`src/rtl/div_seq_pkg.sv`:
```
// div_seq_pkg: shared types and default widths for the clock-divider sequencer.
//   mode_e  : configuration mode encoding carried on cfg_mode.
//   state_e : sequencer FSM states.
package div_seq_pkg;

   localparam int CNT_W_DEF   = 32;
   localparam int BURST_W_DEF = 16;

   typedef enum logic [1:0] {
      STOP  = 2'd0,
      FREE  = 2'd1,
      BURST = 2'd2,
      RSVD  = 2'd3
   } mode_e;

   typedef enum logic [1:0] {
      IDLE    = 2'd0,
      RUN     = 2'd1,
      BURST_S = 2'd2
   } state_e;

endpackage

```
`src/rtl/div_seq_counter.sv`:
```
// div_counter: programmable period counter for the divider datapath.
//   clk, rst   : clock, synchronous active-high reset
//   en         : count this cycle (sequencer in RUN/BURST)
//   load       : restart the count at 0 (a new configuration is applied)
//   period     : cycles per tick; terminal count is period-1
//   force_low  : hold div_out low and count at 0 (sequencer idle)
//   wrap       : combinational terminal-count flag for this cycle
//   tick       : registered one-cycle strobe, set on the wrap edge
//   div_out    : registered output, inverts on every wrap edge
module div_counter
   import div_seq_pkg::*;
#(
   parameter int CNT_W = CNT_W_DEF
) (
   input  logic             clk,
   input  logic             rst,
   input  logic             en,
   input  logic             load,
   input  logic [CNT_W-1:0] period,
   input  logic             force_low,
   output logic             wrap,
   output logic             tick,
   output logic             div_out
);

   logic [CNT_W-1:0] r_count;
   logic             r_tick;
   logic             r_div;
   logic             w_wrap;

   assign w_wrap  = en && (r_count == period - CNT_W'(1));
   assign wrap    = w_wrap;
   assign tick    = r_tick;
   assign div_out = r_div;

   always_ff @(posedge clk) begin
      if (rst) begin
         r_count <= '0;
         r_tick  <= 1'b0;
         r_div   <= 1'b0;
      end else begin
         r_tick <= w_wrap;
         // The wrap toggle takes priority so the final tick of a run still
         // toggles; the forced clear lands one cycle after entering idle.
         if (w_wrap)
            r_div <= ~r_div;
         else if (force_low)
            r_div <= 1'b0;

         if (load || w_wrap || force_low)
            r_count <= '0;
         else if (en)
            r_count <= r_count + CNT_W'(1);
      end
   end

endmodule

```
`src/rtl/div_sequencer.sv`:
```
// div_sequencer: sequences the divider counter through stop, free-run and
// fixed-length burst modes. Configuration is taken over a valid/ready
// handshake into a shadow register and applied only at a terminal count
// (or immediately when idle), so div_out never produces a runt half-period.
//   clk, rst             : clock, synchronous active-high reset
//   cfg_valid/cfg_ready  : configuration handshake (ready low while shadow pending)
//   cfg_mode             : 0=STOP 1=FREE 2=BURST 3=reserved(STOP)
//   cfg_period           : cycles per tick (0 treated as 1)
//   cfg_burst            : number of ticks in BURST mode
//   tick, div_out        : terminal-count strobe and 50% divided output
//   busy                 : state is RUN or BURST_S
//   done                 : one-cycle pulse when a burst completes
// Optional status (macro DIV_SEQ_STATUS_EN):
//   tick_cnt             : saturating ticks since the last applied config
//   cfg_rej              : pulse when cfg_valid is seen while cfg_ready is low
//
// state   | meaning
// IDLE    | counter stopped at 0, div_out low; applies a pending shadow next cycle
// RUN     | free-running; leaves only through an applied shadow
// BURST_S | counting ticks down from cfg_burst; returns to IDLE after the last
module div_sequencer
   import div_seq_pkg::*;
#(
   parameter int CNT_W      = CNT_W_DEF,
   parameter int BURST_W    = BURST_W_DEF,
   parameter int RST_PERIOD = 10000000
) (
   input  logic               clk,
   input  logic               rst,
   input  logic               cfg_valid,
   output logic               cfg_ready,
   input  logic [1:0]         cfg_mode,
   input  logic [CNT_W-1:0]   cfg_period,
   input  logic [BURST_W-1:0] cfg_burst,
   output logic               tick,
   output logic               div_out,
   output logic               busy,
   output logic               done
`ifdef DIV_SEQ_STATUS_EN
   ,
   output logic [31:0]        tick_cnt,
   output logic               cfg_rej
`endif
);

   state_e             r_state;
   state_e             w_state_nxt;
   logic               r_pend;
   mode_e              r_sh_mode;
   logic [CNT_W-1:0]   r_sh_period;
   logic [BURST_W-1:0] r_sh_burst;
   logic [CNT_W-1:0]   r_period;
   logic [BURST_W-1:0] r_remaining;
   logic               r_done;

   logic               w_xfer;
   logic               w_apply;
   logic               w_done_nxt;
   logic               w_wrap;
   logic               w_en;
   logic               w_force_low;

   assign w_xfer      = cfg_valid && !r_pend;
   assign w_en        = (r_state != IDLE);
   assign w_force_low = (r_state == IDLE);

   assign cfg_ready = !r_pend;
   assign busy      = (r_state != IDLE);
   assign done      = r_done;

   div_counter #(
      .CNT_W (CNT_W)
   ) u_counter (
      .clk       (clk),
      .rst       (rst),
      .en        (w_en),
      .load      (w_apply),
      .period    (r_period),
      .force_low (w_force_low),
      .wrap      (w_wrap),
      .tick      (tick),
      .div_out   (div_out)
   );

   always_ff @(posedge clk) begin
      if (rst)
         r_state <= IDLE;
      else
         r_state <= w_state_nxt;
   end

   always_comb begin
      w_state_nxt = r_state;
      w_apply     = 1'b0;
      w_done_nxt  = 1'b0;

      case (r_state)
         IDLE:    w_apply = r_pend;
         RUN:     w_apply = r_pend && w_wrap;
         BURST_S: begin
            w_apply = r_pend && w_wrap;
            if (w_wrap && (r_remaining == BURST_W'(1))) begin
               w_done_nxt  = 1'b1;
               w_state_nxt = IDLE;
            end
         end
         default: w_state_nxt = IDLE;
      endcase

      // A pending shadow overrides the burst-complete return to IDLE; done
      // from the completed burst is kept.
      if (w_apply) begin
         case (r_sh_mode)
            FREE:  w_state_nxt = RUN;
            BURST: begin
               if (r_sh_burst != '0) begin
                  w_state_nxt = BURST_S;
               end else begin
                  w_state_nxt = IDLE;
                  w_done_nxt  = 1'b1;
               end
            end
            default: w_state_nxt = IDLE;
         endcase
      end
   end

   always_ff @(posedge clk) begin
      if (rst) begin
         r_pend      <= 1'b0;
         r_sh_mode   <= STOP;
         r_sh_period <= CNT_W'(1);
         r_sh_burst  <= '0;
         r_period    <= CNT_W'(RST_PERIOD);
         r_remaining <= '0;
         r_done      <= 1'b0;
      end else begin
         r_done <= w_done_nxt;

         if (w_apply) begin
            r_pend   <= 1'b0;
            r_period <= r_sh_period;
         end else if (w_xfer) begin
            r_pend      <= 1'b1;
            r_sh_mode   <= mode_e'(cfg_mode);
            r_sh_period <= (cfg_period == '0) ? CNT_W'(1) : cfg_period;
            r_sh_burst  <= cfg_burst;
         end

         if (w_apply && (r_sh_mode == BURST))
            r_remaining <= r_sh_burst;
         else if ((r_state == BURST_S) && w_wrap)
            r_remaining <= r_remaining - BURST_W'(1);
      end
   end

`ifdef DIV_SEQ_STATUS_EN
   logic [31:0] r_tick_cnt;
   logic        r_rej;

   assign tick_cnt = r_tick_cnt;
   assign cfg_rej  = r_rej;

   // Counts the same wrap events that raise tick; an apply edge clears it
   // even though that edge's tick belongs to the outgoing configuration.
   always_ff @(posedge clk) begin
      if (rst) begin
         r_tick_cnt <= '0;
         r_rej      <= 1'b0;
      end else begin
         r_rej <= cfg_valid && !r_pend;
         r_rej <= cfg_valid && r_pend;
         if (w_apply)
            r_tick_cnt <= '0;
         else if (w_wrap && (r_tick_cnt != '1))
            r_tick_cnt <= r_tick_cnt + 32'd1;
      end
   end
`endif

endmodule

```
`config.mk`:
```
export PLATFORM = sky130hd
export DESIGN_NAME = div_sequencer
export DESIGN_NICKNAME = d
export VERILOG_FILES = /design/src/rtl/div_seq_pkg.sv /design/src/rtl/div_seq_counter.sv /design/src/rtl/div_sequencer.sv
export SDC_FILE = /design/constraint.sdc
export NUM_CORES = 1
export LEC_CHECK = 0
export BUFFER_PORTS_ARGS = -buffer_cell sky130_fd_sc_hd__buf_2
export CAP_MARGIN = 20
export CORE_UTILIZATION = 55
export CTS_BUF_LIST = sky130_fd_sc_hd__clkbuf_4 sky130_fd_sc_hd__clkbuf_8
export DETAILED_ROUTE_END_ITERATION = 12
export PLACE_DENSITY = 0.86
export SYNTH_ARGS = -nofsm -noshare
export SYNTH_HDL_FRONTEND = slang
export SYNTH_SLANG_ARGS = --single-unit
```
`constraint.sdc`:
```
create_clock -name clk -period 3.05 [get_ports clk]
set_input_delay 0.61 -clock clk [delete_from_list [all_inputs] [get_ports clk]]
set_output_delay 0.61 -clock clk [all_outputs]
set_load 0.02 [all_outputs]
```
==> impl_results.md <==
- Status: complete, but fails checks
- Failing checks: setup timing
- P_leak: 3.43 nW
- Worst-path clk slew: 80 ps
- Xor/xnor cell area share of the yosys netlist: 0.101
- Worst path max stage delay: 460 ps
- Crit Reg-Reg Endpoint: r_period[4]$_SDFFE_PP0P_
- Async SR Flop Fraction: 0
- Total grt overflow: 0
- Vias/cell: 5.99
- WP data arrival: 3710 ps
- Worst skew pair latency: 470 ps
- Post-Syn Area: 6950 um^2
- Peak VDD IR: 375 uV
- Number of flops mapped to enable cells by yosys: 0
- Worst relative slew slack: 0.350
- Design area: 9010 um^2
- Crit path max fanout: 8
- R2R depth: 13
- CP max stage cell: nor4_1
- Sequential Power Share: 0.457
- Worst hold path startpoint: cfg_burst[13]
- Worst hold path depth: 3
- Met3 wire length: 1430 um
- Largest family of logic cells by synthesized area: simple AND/OR/NAND/NOR gates
- Placed cells: 1107
- FP Rows: 40
- Core area: 12200 um^2
- Final-report hold violation count: 0
- End of the worst hold path: r_sh_burst[13]$_SDFFE_PP0P_
- WL final: 20900 um
- Yosys warnings: 0
- Initial Utilization: 0.571
- Cell Chain, Critical Path: nor4_2 > buf_4 > buf_4 > nand4_1 > buf_4 > nor4_1 > o31a_1 > nand2_1 > nor4_4 > or2_4 > buf_12 > mux2i_1 > nor2_1
- Routed WL per cell: 18.1 um
- DRT antenna net count: 0
- Total power: 4.17 mW
- Fin. max-slew vios: 0
- Pin count of the biggest net entering global routing: 51
- First-pass GRT wire length: 30700 um
- Comb pwr share: 0.152
- Die Height: 114 um
- Sequential share of the synthesized area: 0.392
- RR Startpoint: r_period[11]$_SDFFE_PP0P_
- Top Metal Used: met4
- Die W: 114 um
- Sw frac: 0.274
- Wl on met1: 8380 um
- Fin Clk Skew: 14.4 ps
- Proportion of power drawn by the clock network: 0.391
- Post-DP HPWL: 12400 um
- Worst Path Required: 3380 ps
- CTS max path bufs: 2
- Setup crit end kind: flop
- PD cells: 463 nW/um^2
- Root Buffer: clkbuf_8
- Most used flip-flop cell after synthesis: dfxtp_1
- R2R Setup Slk: -330 ps
- Max Clock Freq: 296 MHz
- Clock buffer count from CTS: 17
- Endpoints failing setup: 85
- Post-CTS Hold Fix Bufs: 0
- GPL Wtd Cong: 0.974
- Adder-cell share of the synthesized area: 0.0180
- Most numerous cell on the critical path: buf_4
- Antenna violations before repair: 0
- Synth Register Bits: 136
- Worst Setup Start Kind: flop
- Final nets: 1039
- Gr usage total: 0.304
- Vias: 6928
- RSZ-0062 raised after global routing: yes
- Net Switching: 1.14 mW
- Total die area: 13100 um^2
- Final Util: 0.741
- Number of port buffers: 57
- CTS sink cnt: 136
- Initial DRC count: 663
- Tcrit/Tclk final: 1.11
- # diodes: 0
- Vias in the first global route: 6346
- H-Tree Depth: 4
- Simple-gate share of the synthesized area: 0.274
- Period minus WS final: 3380 ps
- Mapped Avg Cell Area: 8.25 um^2
- Worst Hold Class: input port to flop
- Non-filler instance count after layout: 1156
- Area growth from synthesis to layout: 29.7%
- TritonRoute pass-1 iters: 5
- Synth cell types: 72
- DR DRC count: 0
- Int Power: 3.03 mW
- Crit path from: r_period[11]$_SDFFE_PP0P_
- Post-DP Area: 7920 um^2
- Post-synthesis compound-gate area fraction: 0.129
- DR WL met2: 10400 um
- Synthesized instance count: 842
- I/O pins: 58
- CP delay by family, top: simple AND/OR/NAND/NOR gates
- Mux share of post-synthesis cell area: 0.0418
- Number of buffers and inverters on the critical path: 4
- Share of cells above drive strength 1: 0.296
- CTS tree: built
- Worst-Margin Slew: 974 ps
- Fin worst setup slack: -331 ps
- Mapped Nets: 905
- Max-cap viol count: 0
- CP Class: flop to flop
==> power by group through the flow <==
stage / Sequential [mW] / Clock, mW / Combinational [mW]
2_1_floorplan: 1.93 / 0 / 0.328
3_3_place_gp: 1.93 / 0 / 0.504
3_5_place_dp: 1.94 / 0 / 0.511
4_1_cts: 1.90 / 1.63 / 0.586
5_1_grt: 1.91 / 1.72 / 0.675
6_report: 1.91 / 1.63 / 0.634
==> synth_stat cells, types with 3 or more instances <==
cell	instances	area (um^2)
a31oi_1	3	18.8
nand3b_1	3	22.5
o31ai_1	16	120
dfxtp_1	136	2720
nor2_1	108	405
o211ai_1	4	30.0
nor2b_1	8	50.1
clkbuf_1	30	113
or3_1	11	68.8
o311ai_0	3	26.3
nand4_1	20	125
nand3_1	15	75.1
o21ai_0	7	35.0
a21oi_1	68	340
and3_1	11	68.8
nor3b_1	5	37.5
inv_1	20	75.1
nor4_1	20	125
xor2_1	40	350
nor4_2	3	37.5
and4b_1	3	30.0
ha_1	10	125
nand2_1	130	488
buf_6	3	33.8
mux2i_1	29	290
o21ai_1	8	40.0
and4_1	3	26.3
nor3_2	3	30.0
nor4_4	3	63.8
xnor2_1	40	350
buf_2	7	35.0
nor3_1	19	95.1
nand2b_1	5	31.3
==> tightest hold or removal path, cell delays in order <==
cell and delay [ps]:
buf_2 90, nand2_1 50, a21oi_1 50
==> per-layer routing <==
layer | vias up | global-route usage
li1 | 3202 | -
met1 | 3306 | 0.365
met2 | 352 | 0.515
met3 | 68 | 0.0725
met4 | 0 | 0.134
met5 | - | 0
==> state kept, by name (all words and copies together) (netlist names) <==
| name | count |
|---|---|
| r_period | 32 |
| r_state | 2 |
| u_counter.div_out | 1 |
| r_pend | 1 |
| u_counter.tick | 1 |
| r_remaining | 16 |
| r_sh_burst | 16 |
| r_sh_mode | 2 |
| u_counter.r_count | 32 |
| done | 1 |
| r_sh_period | 32 |
==> timing repair <==
item | CTS | global route
cloned | 4 | 4
setup endpoints to repair | 83 | 86
pin swaps | 14 | 21
buffers inserted | 9 | 3
hold endpoints to repair | 0 | 0
resized for setup | 49 | 71
==> placed cells by master (no fill, tap or decap), types with 8 or more instances in the layout <==
cell type  instances
and3_1            10
buf_6             16
ha_1               9
buf_4             76
mux2i_1           27
nand4_1           20
xor2_1            39
dfxtp_1          131
nand3_1           15
nor3_1            16
nor2_2            29
xnor2_1           37
nand2_1          130
or3_1              8
o31ai_1           16
buf_2             57
nor4_1            18
nor2_1            72
a21oi_1           65
nor2_4             9
clkbuf_8          21
inv_1             18
==> final cells by class <==
cell class	instances	area, um^2
multi-input combinational	642	4310
fill	796	3150
sequential	136	2730
timing repair buffer	159	1250
clock buffer	22	297
tap	168	210
clock inverter	9	138
inverter	20	77.6
==> cells by family after synthesis <==
logic type / count (synthesis)
multiplexers: 29
buffers and inverters: 65
XOR/XNOR: 80
AND/OR/NAND/NOR: 384
adder cells (fa/ha/maj): 10
flip-flops: 136
AO/OA/AOI/OAI: 138
==> how the worst max path moves through the flow <==
| stage | end | slack, ps | cells past startpoint |
|---|---|---|---|
| after floorplan | r_remaining[8]$_SDFFE_PP0P_ | 10 | 13 |
| after global placement | r_period[4]$_SDFFE_PP0P_ | -190 | 13 |
| after detailed placement | r_period[0]$_SDFFE_PP0P_ | -180 | 12 |
| after CTS | r_remaining[14]$_SDFFE_PP0P_ | -170 | 12 |
| after global routing | r_remaining[14]$_SDFFE_PP0P_ | -550 | 14 |
| final | r_period[4]$_SDFFE_PP0P_ | -330 | 13 |
==> stage by stage <==
stage          TNS (ps)  worst slack (ps)  hold WS (ps)
2_1_floorplan         0              12.2           436
3_3_place_gp     -10860              -192           445
3_5_place_dp      -7720              -178           450
4_1_cts           -8470              -175           359
5_1_grt          -35830              -552           345
6_report         -20310              -331           372
(Power assumes the default switching activity.)
